`src/rtl/mem_arb_pkg.sv`:
```
// -----------------------------------------------------------------------------
// mem_arb_pkg
// Shared types and default constants for the unified memory-port arbiter.
//   state_t : arbiter FSM states (IDLE, WAIT, RESP)
//   owner_t : which requester owns the current access (OWN_IF=0, OWN_D=1)
//   DEF_*   : default parameter values for the arbiter and its wait counter
// -----------------------------------------------------------------------------
package mem_arb_pkg;

    localparam int DEF_ADDR_W   = 32;
    localparam int DEF_DATA_W   = 32;
    localparam int DEF_MAX_WAIT = 255;

    // MAX_WAIT is limited to 1..255, so eight bits always hold the count.
    localparam int CNT_W = 8;

    typedef enum logic [1:0] {
        IDLE = 2'd0,
        WAIT = 2'd1,
        RESP = 2'd2
    } state_t;

    typedef enum logic {
        OWN_IF = 1'b0,
        OWN_D  = 1'b1
    } owner_t;

endpackage

```
`src/rtl/arb_wait_counter.sv`:
```
// -----------------------------------------------------------------------------
// arb_wait_counter
// Counts the cycles an access has spent waiting for the memory acknowledge.
//   clk_i     : clock, rising edge
//   rst_i     : asynchronous active-low reset
//   clr_i     : synchronous clear (has priority over en_i)
//   en_i      : count this cycle
//   expired_o : high during the MAX_WAIT-th counted cycle and beyond
// The count is zero-based: it reads 0 in the first wait cycle, so the
// MAX_WAIT-th cycle is the one where it reads MAX_WAIT-1. It saturates there,
// so expired_o stays high if enable is held.
// -----------------------------------------------------------------------------
module arb_wait_counter
    import mem_arb_pkg::*;
#(
    parameter int MAX_WAIT = DEF_MAX_WAIT
) (
    input  logic clk_i,
    input  logic rst_i,
    input  logic clr_i,
    input  logic en_i,
    output logic expired_o
);

    localparam logic [CNT_W-1:0] LAST = CNT_W'(MAX_WAIT - 1);

    logic [CNT_W-1:0] count_q;

    // NOTE: sequential state is written with non-blocking assignments only,
    // so every flop samples the values from before the clock edge.
    always_ff @(posedge clk_i or negedge rst_i) begin
        if (!rst_i) begin
            count_q <= '0;
        end else if (clr_i) begin
            count_q <= '0;
        end else if (en_i && (count_q != LAST)) begin
            count_q <= count_q + 1'b1;
        end
    end

    assign expired_o = (count_q == LAST);

endmodule

```
`src/rtl/mem_port_arbiter.sv`:
```
// -----------------------------------------------------------------------------
// mem_port_arbiter
// Shares one multi-cycle memory port between instruction fetch (IF) and
// data load/store (MEM). Each access is a req/ack handshake on the memory
// side and a one-cycle ready pulse back to the owning requester.
//
// Ports
//   clk_i, rst_i                  : clock; asynchronous active-low reset
//   if_req_i, if_addr_i           : fetch request and address (held to ready)
//   if_ready_o, if_rdata_o        : fetch done pulse; instruction (held)
//   d_req_i, d_we_i, d_addr_i,
//   d_wdata_i                     : data request, store flag, address, data
//   d_ready_o, d_rdata_o          : data done pulse; load data (held)
//   mem_req_o, mem_we_o,
//   mem_addr_o, mem_wdata_o       : memory request and registered payload
//   mem_ack_i, mem_rdata_i        : memory done; read data same cycle
//   stall_o                       : a requester is still waiting (combinational)
//   err_o                         : sticky flag, set when an access times out
//
// Configuration macro
//   ARB_RR_EN : when defined, simultaneous requests alternate (round robin)
//               based on the last grant; otherwise data always beats fetch,
//               since the load/store belongs to the older instruction.
//
// Access timing: request seen in IDLE at t, mem_req_o from t+1, ack at
// t+1+k, ready pulse at t+2+k. An access with no ack for MAX_WAIT cycles
// completes anyway with zero read data and sets err_o.
// -----------------------------------------------------------------------------
module mem_port_arbiter
    import mem_arb_pkg::*;
#(
    parameter int ADDR_W   = DEF_ADDR_W,
    parameter int DATA_W   = DEF_DATA_W,
    parameter int MAX_WAIT = DEF_MAX_WAIT   // legal range 1..255
) (
    input  logic              clk_i,
    input  logic              rst_i,
    input  logic              if_req_i,
    input  logic [ADDR_W-1:0] if_addr_i,
    output logic              if_ready_o,
    output logic [DATA_W-1:0] if_rdata_o,
    input  logic              d_req_i,
    input  logic              d_we_i,
    input  logic [ADDR_W-1:0] d_addr_i,
    input  logic [DATA_W-1:0] d_wdata_i,
    output logic              d_ready_o,
    output logic [DATA_W-1:0] d_rdata_o,
    output logic              mem_req_o,
    output logic              mem_we_o,
    output logic [ADDR_W-1:0] mem_addr_o,
    output logic [DATA_W-1:0] mem_wdata_o,
    input  logic              mem_ack_i,
    input  logic [DATA_W-1:0] mem_rdata_i,
    output logic              stall_o,
    output logic              err_o
);

    state_t            state_q, state_d;
    owner_t            owner_q, grant_owner;
    logic              any_req;
    logic              capture;
    logic              timeout;
    logic              cnt_expired;
    logic [ADDR_W-1:0] addr_q;
    logic              we_q;
    logic [DATA_W-1:0] wdata_q;
    logic [DATA_W-1:0] if_rdata_q;
    logic [DATA_W-1:0] d_rdata_q;
    logic              err_q;

    assign any_req = if_req_i | d_req_i;

    // ------------------------------------------------------------------
    // Arbitration pick (only acted on in IDLE)
    // ------------------------------------------------------------------
`ifdef ARB_RR_EN
    owner_t last_grant_q;

    always_comb begin
        if (if_req_i && d_req_i) begin
            grant_owner = (last_grant_q == OWN_D) ? OWN_IF : OWN_D;
        end else begin
            grant_owner = d_req_i ? OWN_D : OWN_IF;
        end
    end

    always_ff @(posedge clk_i or negedge rst_i) begin
        if (!rst_i) begin
            last_grant_q <= OWN_IF;
        end else if ((state_q == IDLE) && any_req) begin
            last_grant_q <= grant_owner;
        end
    end
`else
    always_comb begin
        grant_owner = d_req_i ? OWN_D : OWN_IF;
    end
`endif

    // ------------------------------------------------------------------
    // Wait counter: runs only while WAIT, cleared in every other state
    // ------------------------------------------------------------------
    arb_wait_counter #(
        .MAX_WAIT (MAX_WAIT)
    ) u_wait_counter (
        .clk_i     (clk_i),
        .rst_i     (rst_i),
        .clr_i     (state_q != WAIT),
        .en_i      (state_q == WAIT),
        .expired_o (cnt_expired)
    );

    // ------------------------------------------------------------------
    // FSM: state register
    // ------------------------------------------------------------------
    always_ff @(posedge clk_i or negedge rst_i) begin
        if (!rst_i) begin
            state_q <= IDLE;
        end else begin
            state_q <= state_d;
        end
    end

    // ------------------------------------------------------------------
    // FSM: next state and outputs
    // ------------------------------------------------------------------
    // NOTE: every signal driven here gets a default first, so no path
    // through the case statement can leave one unassigned and infer a latch.
    always_comb begin
        state_d    = state_q;
        capture    = 1'b0;
        timeout    = 1'b0;
        mem_req_o  = 1'b0;
        if_ready_o = 1'b0;
        d_ready_o  = 1'b0;

        case (state_q)
            IDLE: begin
                if (any_req) begin
                    state_d = WAIT;
                end
            end
            WAIT: begin
                mem_req_o = 1'b1;
                // An ack in the expiry cycle still wins over the timeout.
                if (mem_ack_i) begin
                    capture = 1'b1;
                    state_d = RESP;
                end else if (cnt_expired) begin
                    timeout = 1'b1;
                    state_d = RESP;
                end
            end
            RESP: begin
                if_ready_o = (owner_q == OWN_IF);
                d_ready_o  = (owner_q == OWN_D);
                state_d    = IDLE;
            end
            default: begin
                state_d = IDLE;
            end
        endcase
    end

    // ------------------------------------------------------------------
    // Access payload, read data and error flag
    // ------------------------------------------------------------------
    // NOTE: these are registers in a small control block, so all of them
    // are reset; nothing here is a memory array that would be left unreset.
    always_ff @(posedge clk_i or negedge rst_i) begin
        if (!rst_i) begin
            owner_q    <= OWN_IF;
            addr_q     <= '0;
            we_q       <= 1'b0;
            wdata_q    <= '0;
            if_rdata_q <= '0;
            d_rdata_q  <= '0;
            err_q      <= 1'b0;
        end else begin
            if ((state_q == IDLE) && any_req) begin
                owner_q <= grant_owner;
                if (grant_owner == OWN_D) begin
                    addr_q  <= d_addr_i;
                    we_q    <= d_we_i;
                    wdata_q <= d_wdata_i;
                end else begin
                    addr_q  <= if_addr_i;
                    we_q    <= 1'b0;
                    wdata_q <= '0;
                end
            end

            if (capture) begin
                if (owner_q == OWN_D) begin
                    d_rdata_q <= mem_rdata_i;
                end else begin
                    if_rdata_q <= mem_rdata_i;
                end
            end else if (timeout) begin
                err_q <= 1'b1;
                if (owner_q == OWN_D) begin
                    d_rdata_q <= '0;
                end else begin
                    if_rdata_q <= '0;
                end
            end
        end
    end

    assign mem_we_o    = we_q;
    assign mem_addr_o  = addr_q;
    assign mem_wdata_o = wdata_q;
    assign if_rdata_o  = if_rdata_q;
    assign d_rdata_o   = d_rdata_q;
    assign err_o       = err_q;
    assign stall_o     = (if_req_i & ~if_ready_o) | (d_req_i & ~d_ready_o);

endmodule

```
`config.mk`:
```
export PLATFORM = sky130hd
export DESIGN_NAME = mem_port_arbiter
export DESIGN_NICKNAME = d
export VERILOG_FILES = /design/src/rtl/mem_arb_pkg.sv /design/src/rtl/arb_wait_counter.sv /design/src/rtl/mem_port_arbiter.sv
export SDC_FILE = /design/constraint.sdc
export NUM_CORES = 1
export LEC_CHECK = 0
export BUFFER_PORTS_ARGS = -buffer_cell sky130_fd_sc_hd__buf_2
export CAP_MARGIN = 30
export CORE_UTILIZATION = 43
export DETAILED_ROUTE_END_ITERATION = 10
export PLACE_DENSITY = 0.77
export SYNTH_ARGS = -nofsm -noshare
export SYNTH_HDL_FRONTEND = slang
export SYNTH_HIERARCHICAL = 1
export SYNTH_SLANG_ARGS = --single-unit
```
`constraint.sdc`:
```
create_clock -name clk_i -period 2 [get_ports clk_i]
set_input_delay 0.2 -clock clk_i [delete_from_list [all_inputs] [get_ports clk_i]]
set_output_delay 0.2 -clock clk_i [all_outputs]
set_load 0.01 [all_outputs]
```
Word level (Yosys, flattened, before mapping)
Index checks and enable logic that the tools add are counted.
{ "op_classes": {"n_addsub": 1, "eq_ne": 11, "muxes": 26, "n_bitwise": 8, "n_reduce_logical": 9} }
{ "op_table": {"columns": ["cell", "n"], "rows": [
  ["32-bit two-way mux", 10],
  ["8-bit two-way mux", 2],
  ["1-bit two-way mux", 10],
  ["2-bit inequality test (second input constant)", 5],
  ["8-bit by 1-bit adder with 8-bit output (second input constant)", 1],
  ["8-bit equality test (second input constant)", 1],
  ["8-bit inequality test (second input constant)", 1],
  ["2-bit two-way mux", 3],
  ["3-bit AND reduction", 2],
  ["1-bit NOT", 4],
  ["2-bit case mux with 2 select lines", 1],
  ["2-bit AND reduction", 2],
  ["2-bit nonzero test", 2],
  ["3-bit inequality test (second input constant)", 1],
  ["1-bit AND", 2],
  ["2-bit by 1-bit equality test with 1-bit output (second input constant)", 1],
  ["2-bit equality test (second input constant)", 1],
  ["1-bit logical AND", 2],
  ["2-bit logical NOT", 1],
  ["2-bit by 1-bit inequality test with 1-bit output (second input constant)", 1],
  ["1-bit OR", 2]
]} }
{ "totals": {"ff_bits": 141, "out_inout_bits": 134} }

Depth between registers and ports, before layout
Gate-level depths: netlist of the first run.
{ "logic_depth": {"word_depth": 6, "ltp_mapped": 8, "depth_no_buf": 7} }

Modules after synthesis
Netlist of the first run, hierarchy kept.
{ "modules_own_cells": {"columns": ["module", "n_inst", "cells_per_inst", "area_per_inst_um2", "seq_area_each_um2"], "rows": [
  ["mem_port_arbiter", 1, 371, 5555.3, 3328.2],
  ["arb_wait_counter", 1, 50, 488.0, 200.2]
]} }

Least setup slack after synthesis of the first run
OpenSTA, ideal clock, no wires.
{ "synth_path": {"kind": "flip-flop to flip-flop", "from": "reg u_wait_counter.count_q[0]", "to": "reg d_rdata_q[10] (netlist: d_rdata_o[10])", "t_arrival_ns": 1.798, "path_slack_ns": 0.077, "path_stages_with_launch": 9, "n_path_buf": 1, "synth_period_minus_slack_ns": 1.923, "cell_sequence": "dfrtp_1 inv_1 ha_1 nand3_1 nor2_1 nor2_2 nor3b_4 buf_6 mux2_2"} }
{ "synth_via": {"elab_chain_cells": 6, "elab_cells_between_ends": 7, "classes_between": "eq/ne (2); mux (3); reduce/logical (2)"} }
{ "synth_lines": {"columns": ["item", "line", "source"], "rows": [
  ["start, declared", "arb_wait_counter.sv:27", "logic [CNT_W-1:0] count_q;"],
  ["start signal, assigned", "arb_wait_counter.sv:37", "count_q <= count_q + 1'b1;"],
  ["8-bit equality test *", "arb_wait_counter.sv:41", "assign expired_o = (count_q == LAST);"],
  ["named net cnt_expired", "mem_port_arbiter.sv:63", "logic cnt_expired;"],
  ["1-bit two-way mux *", "mem_port_arbiter.sv:149", "end else if (cnt_expired) begin"],
  ["1-bit two-way mux *", "mem_port_arbiter.sv:146", "if (mem_ack_i) begin"],
  ["1-bit two-way mux *", "mem_port_arbiter.sv:137", "case (state_q)"],
  ["2-bit inequality test (no line) / 2-bit nonzero test (equally long branches)", null, null],
  ["3-bit AND reduction (no line) *", null, null],
  ["end signal, assigned", "mem_port_arbiter.sv:195", "d_rdata_q <= mem_rdata_i;"],
  ["end, declared", "mem_port_arbiter.sv:68", "logic [DATA_W-1:0] d_rdata_q;"]
]} }
Mark *: on every way through the listed nets, which the timed path passes. The rest lies on a longest branch.
A chain may end at the register's enable or synchronous reset.

Final worst setup path of the first run
{ "layout_path": {"from": "reg u_wait_counter.count_q[5]", "to": "reg d_rdata_q[21] (netlist: d_rdata_o[21])"} }
Same word-level chain as after synthesis.

==> results by group, run 1 <==
Worst setup path
  – CP arrival: ~2.3 ns
  – Reg2reg path depth: 7
  – CP Class: reg2reg
  – CP startpoint kind: flip-flop
  – Worst r2r dst: d_rdata_o[21]
  – Reg-to-reg critical path startpoint: u_wait_counter/count_q[5]
  – Setup crit end kind: flip-flop
  – Crit-path max FO: 6
  – Req. time, crit path: 2.30 ns
  – R2r setup slk: 0.05 ns

Min path
  – Hold path depth: 2
  – Worst min-delay path endpoint: mem_wdata_o[6]
  – Min-delay src: d_wdata_i[6]
  – Worst hold path class: in2reg

Synthesis
  – Top-count cell post-synth: dfrtp_1
  – Top post-synthesis cells by area: dfrtp_1 58%, mux2_2 24%, a22o_1 4.8%
  – Post-synth top area share: 58.39%
  – Post-Syn Instances: 421
  – Average size of a mapped cell: ~14 um2
  – Post-Syn Nets: about 560
  – Seq/Total Area, Yosys: 58.39%
  – Post-synth EDFFs: 0
  – Synth unique cells: 40
  – Main synth FF type: dfrtp_1
  – Commonest cells post-synth: 141 x dfrtp_1, 127 x mux2_2, 33 x a22o_1, 33 x and3_1, 15 x buf_2
  – Yosys warnings: 6
  – Synth area leader: dfrtp_1
  – Flops & latches, synth: around 140
  – Syn Std Cell Area: 6043 um2
  – Post-synth ARST share: 100.0%

Timing
  – Minimum clock period: 1.954 ns
  – Max Slew Vio Count: 0
  – Final period util: 97.71%
  – Fin Clk Skew: ~0.0081 ns
  – Slew HR: around 68%
  – Max frequency: between 500 and 600 MHz
  – Hold Violations, Final: 0
  – Setup_tns: 0 ns
  – Setup violators final: 0
  – Worst Max-Slew Pin Slew: 0.4854 ns

Routing
  – TritonRoute pass-1 iters: 4
  – Post-Route WL: about 16000 um
  – Post-DRT Antenna Nets: 0
  – Vias: 4767
  – DRT iter0 DRCs: 251
  – DRC violation count after routing: 0
  – Vias/cell: 5.227
  – Routed wire per std cell: 18.05 um

Die
  – Cell Rows: 42
  – Die Ht: 120.6 um
  – Io pins: between 200 and 300
  – Die Area: 14530 um2
  – Core Area: ~13000 um2
  – Die width: approximately 120 um
  – Initial Util: 44.92%

Place
  – Port bufs: around 270
  – HPWL Detailed: 11490 um
  – Post-DP Area: between 7000 and 8000 um2
  – Routability cong.: 0.9429

Global routing
  – Largest net degree at the start of global routing: between 60 and 70
  – Initial antenna violation count: 0
  – First-pass GRT wire length: 25380 um
  – Vias in the first global route: 4960
  – Overall Global Routing Usage: a little under a quarter
  – Aggregate global routing overflow: 0

Power and ir drop
  – Psw: between 4 and 5 mW
  – Clock power frac: between 20% and 30%
  – Leak Pwr: 4.589 nW
  – P per Cell Area: 1556 nW/um2
  – Pint: 8.888 mW
  – Sw frac: 33.58%
  – Sequential share of power: 37.0%
  – VDD IR-drop max: 0.0007092 V
  – Combinational fraction of design power: 38.5%

Cells and area
  – Area of the multi-input gates: 2371 um2
  – Nets@finish: 860
  – Final instance area: 8598 um2
  – Area grow syn2layout: 42.28%
  – Layout Utilization: 63.91%
  – Share of cells above drive strength 1: between 60% and 70%
  – Fillers: 1017
  – Diodes inserted: 0
  – Register area: 3531 um2

Job
  – Max Cap Viol: 0

Clocking
  – H-tree depth: 4
  – CTS tree: yes
  – Clock Latency Late Sink: 0.42 ns
  – Sink Count: 141
  – Clk pin slew, worst setup/hold paths: 0.06 ns
  – CTS max path bufs: 2
  – Clock root buffer: clkbuf_16
  – Inserted Clock Buffers: 17

Outcome
  – Status: finished clean
==> flip-flops by register name (all words and copies together) (netlist names) <==
signal,cells
owner_q,1
d_rdata_o,32
if_rdata_o,32
err_o,1
state_q,2
mem_we_o,1
mem_addr_o,32
u_wait_counter/count_q,8
mem_wdata_o,32
==> timing repair <==
action | in CTS | in global routing
hold buffers | 15 | 0
buffers inserted | 2 | 11
gates cloned | 1 | 1
endpoints found under the hold margin | 63 | 0
resized for setup | 5 | 10
pin swaps | 2 | 3
setup endpoints to repair | 32 | 64
==> cell type report <==
cell class	count	share of cell area [%]
inverters	7	0.3056
flip-flops and latches	141	41.07
repair buffers	312	21.32
clock inverters	14	2.226
well taps	176	2.561
multi-input cells	245	27.58
clock buffers	17	4.948
==> per-stage QoR <==
step	instances	hold slack, ns	worst slack, ns	power, mW
finish	912	0.01996	0.04586	13.38
global route	912	0.008032	-0.02472	14.12
CTS	900	0.001518	-0.01008	13.44
detailed placement	851	0.1782	-0.01112	10.00
global placement	851	0.1673	0.08898	9.796
floorplan	421	-0.09559	0.07693	7.741
==> metal layers <==
| metal | part of all wire (%) | vias to the layer above | GRT usage [%] | wire, um |
|---|---|---|---|---|
| li1 | - | 2151 | - | - |
| met1 | 39 | 2374 | 26.60 | 6488 |
| met2 | 51 | 193 | 39.30 | 8461 |
| met3 | 6.1 | 49 | 5.991 | 1011 |
| met4 | 3.0 | 0 | 12.04 | 496 |
| met5 | 0 | - | 0 | 0 |
==> power groups by stage <==
| stage | logic, mW | clock network (mW) | registers [mW] |
|---|---|---|---|
| 6_report | 5.15 | 3.28 | 4.95 |
| 3_5_place_dp | 5.02 | 0 | 4.98 |
| 4_1_cts | 5.14 | 3.35 | 4.95 |
| 5_1_grt | 5.51 | 3.49 | 5.12 |
| 3_3_place_gp | 4.89 | 0 | 4.91 |
| 2_1_floorplan | 2.20 | 0 | 5.54 |
==> critical path: stages (launching register included) <==
cell and delay (ns):
dfrtp_2 0.39, nand4_1 0.25, nor2_4 0.23, nor2_4 0.07, nor3b_4 0.24, buf_6 0.17, clkbuf_16 0.16, mux2_2 0.33
==> worst max-delay path by stage <==
stage / startpoint / endpoint / slack, ns / cells after the start
6_report: u_wait_counter/count_q[5] / d_rdata_o[21] / 0.05 / 7
5_1_grt: u_wait_counter/count_q[5] / d_rdata_o[17] / -0.02 / 7
4_1_cts: u_wait_counter/count_q[0] / d_rdata_o[14] / -0.01 / 9
3_5_place_dp: u_wait_counter/count_q[0] / d_rdata_o[6] / -0.01 / 8
3_3_place_gp: u_wait_counter/count_q[0] / d_rdata_o[2] / 0.09 / 8
2_1_floorplan: u_wait_counter/count_q[0] / d_rdata_o[10] / 0.08 / 8
==> cell families (layout without fill, tap and decap cells) <==
family,Yosys count,after routing,synth area share (%)
flops,141,141,58.39
simple gates,64,64,7.019
compound gates,49,49,6.667
fa+ha+maj,2,2,0.4140
mux,130,130,24.22
buf+inv,35,350,3.292
==> cell usage in the layout, fill, tap and decap left out, types with 5 or more instances in the layout <==
master and count:
dfrtp_1 139, buf_12 5, inv_1 5, clkbuf_16 18, nor2_1 5, a22o_1 33
dlygate4sd3_1 15, mux2_2 127, buf_2 266, buf_4 20, and3_1 33
(Power assumes the default switching activity.)
==> run 2, diff against run 1 <==
- CORE_UTILIZATION: 43 -> 51
- PLACE_DENSITY: 0.77 -> 0.85
- TNS_END_PERCENT: unset -> 10
- clock period: 2 -> 2.3 ns (I/O delays scaled with it)
==> run 2 against run 1 <==
Clock skew is essentially flat; cell count shrank 7.1%; combinational power shrank 17%.
==> results by group, run 2 (same netlist as run 1, synthesis figures left out) <==
Outcome
  – Status: finished clean (unchanged)

Worst setup path
  – Crit-path cells: inv_1 > ha_1 > nand3_1 > nor2_2 > nor2_2 > nor3b_4 > buf_12 > mux2_2 (was nand4_1 > nor2_4 > nor2_4 > nor3b_4 > buf_6 > clkbuf_16 > mux2_2)
  – CP Class: reg2reg (unchanged)
  – Worst path buffer plus inverter count: 2 (unchanged)
  – Crit path from: u_wait_counter/count_q[0] (was u_wait_counter/count_q[5])
  – Req. time, crit path: 2.59 ns (was 2.30 ns)
  – Crit path largest cell delay: 0.41 ns (was 0.39 ns)
  – Setup crit end kind: flip-flop (unchanged)
  – CP arrival: 2.42 ns (was 2.25 ns)
  – Crit-path slowest cell: dfrtp_1 (was dfrtp_2)
  – Crit-path max FO: 32 (was 6)
  – R2r setup slk: 0.17 ns (was 0.05 ns)
  – Worst r2r dst: d_rdata_o[24] (was d_rdata_o[21])
  – CP startpoint kind: flip-flop (unchanged)
  – Setup crit end: d_rdata_o[24] (was d_rdata_o[21])
  – Cell family contributing the most delay on the critical path: simple AND/OR/NAND/NOR gates (unchanged)
  – Reg-to-reg critical path startpoint: u_wait_counter/count_q[0] (was u_wait_counter/count_q[5])
  – Most used cell, CP: nor2_2 (was nor2_4)
  – Worst path depth: 8 (was 7)
  – Reg2reg path depth: 8 (was 7)

Cells and area
  – Diodes inserted: 0 (unchanged)
  – Share of cells above drive strength 1: 63.78% (was 64.27%)
  – Area grow syn2layout: 35.69% (was 42.28%)
  – Most common cell after layout, fill and taps aside: buf_2 (unchanged)
  – Nets@finish: 827 (was 860)
  – Layout Cells excl Fill: 847 (was 912)
  – Commonest cells after routing, fill and taps aside: 266 x buf_2, 141 x dfrtp_1, 127 x mux2_2 (was 266 x buf_2, 139 x dfrtp_1, 127 x mux2_2)
  – Fillers: 790 (was 1017)
  – Layout Utilization: 71.51% (was 63.91%)

Place
  – Routability cong.: 0.9300 (was 0.9429)
  – HPWL Detailed: 11210 um (was 11490 um)
  – Port bufs: 267 (unchanged)
  – Placed Cells: 814 (was 851)

Power and ir drop
  – VDD IR-drop max: 0.0006605 V (was 0.0007092 V)
  – Psw: 3.839 mW (was 4.493 mW)
  – Leak Pwr: 4.422 nW (was 4.589 nW)
  – Total Power: 11.50 mW (was 13.38 mW)
  – Sw frac: 33.40% (was 33.58%)
  – Pint: 7.657 mW (was 8.888 mW)
  – P per Cell Area: 1402 nW/um2 (was 1556 nW/um2)
  – Clock power frac: 25.1% (was 24.5%)
  – Sequential share of power: 37.6% (was 37.0%)
  – Combinational fraction of design power: 37.3% (was 38.5%)

Clocking
  – Clock root buffer: clkbuf_16 (unchanged)
  – CTS max path bufs: 2 (unchanged)
  – Postcts setup bufs: 0 (was 2)
  – Inserted Clock Buffers: 17 (unchanged)
  – Clock Latency Late Sink: 0.41 ns (was 0.42 ns)
  – H-tree depth: 4 (unchanged)
  – Clk pin slew, worst setup/hold paths: 0.06 ns (about the same)
  – CTS tree: yes (unchanged)
  – Sink Count: 141 (unchanged)

Timing
  – Minimum clock period: 2.134 ns (was 1.954 ns)
  – Max frequency: 468.5 MHz (was 511.7 MHz)
  – Fin Clk Skew: 0.007703 ns (was 0.008081 ns)
  – Final period util: 92.80% (was 97.71%)
  – RSZ-0062 raised after global routing: no
  – Hold Violations, Final: 0 (unchanged)
  – Hold slack final: 0.04288 ns (was 0.01996 ns)
  – Setup_tns: 0 ns (unchanged)
  – Max Slew Vio Count: 0 (unchanged)
  – Slew HR: 41.94% (was 67.64%)
  – Setup violators final: 0 (unchanged)
  – Worst Max-Slew Pin Slew: 0.8676 ns (was 0.4854 ns)

Routing
  – Vias/cell: 5.365 (was 5.227)
  – Post-Route WL: 15540 um (was 16460 um)
  – Vias: 4544 (was 4767)
  – DRT iter0 DRCs: 225 (was 251)
  – Routed wire per std cell: 18.34 um (was 18.05 um)
  – TritonRoute pass-1 iters: 4 (unchanged)
  – Post-DRT Antenna Nets: 0 (unchanged)
  – DRC violation count after routing: 0 (unchanged)

Global routing
  – Vias in the first global route: 4808 (was 4960)
  – Initial antenna violation count: 0 (unchanged)
  – Overall Global Routing Usage: 26.10% (was 23.04%)
  – Largest net degree at the start of global routing: 55 (was 63)
  – Aggregate global routing overflow: 0 (unchanged)
  – First-pass GRT wire length: 24980 um (was 25380 um)

Die
  – Io pins: 268 (unchanged)
  – Initial Util: 52.70% (was 44.92%)
  – Cell Rows: 39 (was 42)
  – Die Ht: 110.9 um (was 120.6 um)
  – Core Area: 11470 um2 (was 13450 um2)
  – Die Area: 12290 um2 (was 14530 um2)
  – Die width: 110.9 um (was 120.6 um)

Job
  – Max Cap Viol: 0 (unchanged)

Min path
  – Worst hold path class: in2reg (unchanged)
-- run 2: what timing repair did --
item | in CTS | in global routing
setup endpoints to repair | 0 | 4
hold buffers | 1 | 0
resized for setup | 0 | 1
endpoints found under the hold margin | 46 | 0
-- run 2: worst min path at each step --
stage / startpoint / endpoint / slack [ns] / cells past startpoint
detailed placement: rst_i / mem_wdata_o[30] / 0.20 / 1
global route: d_wdata_i[7] / mem_wdata_o[7] / 0.03 / 2
floorplan: rst_i / d_rdata_o[0] / -0.07 / 0
CTS: d_wdata_i[15] / mem_wdata_o[15] / 0.02 / 2
finish: d_wdata_i[15] / mem_wdata_o[15] / 0.04 / 2
global placement: rst_i / mem_wdata_o[3] / 0.19 / 1
-- run 2: layout make-up --
type | instances | area, um2 | area share (%)
clock buffers | 19 | 442.9 | 5.401
clock inverters | 13 | 190.2 | 2.319
inverters | 7 | 26.28 | 0.3204
multi-input cells | 245 | 2336 | 28.49
flip-flops and latches | 141 | 3528 | 43.03
well taps | 143 | 178.9 | 2.182
repair buffers | 279 | 1498 | 18.26
-- run 2: layer usage --
layer	track usage, %	routed length, um	vias to the layer above
met5	0	0	-
met4	13.24	570	0
met3	5.413	683	43
met2	44.10	7939	182
met1	31.71	6342	2239
li1	-	-	2080
-- run 2: power groups by stage --
stage / sequential [mW] / clock [mW] / combinational (mW)
2_1_floorplan: 4.82 / 0 / 1.91
3_3_place_gp: 4.28 / 0 / 4.17
3_5_place_dp: 4.34 / 0 / 4.32
4_1_cts: 4.31 / 2.92 / 4.33
5_1_grt: 4.46 / 3.03 / 4.59
6_report: 4.32 / 2.88 / 4.29
-- run 2: per-stage QoR --
stage / area, um2 / setup WS, ns
after floorplan: 6043 / 0.3769
after global placement: 7555 / 0.3112
after detailed placement: 7555 / 0.2321
after CTS: 8198 / 0.1396
after global routing: 8200 / 0.04265
final: 8200 / 0.1656
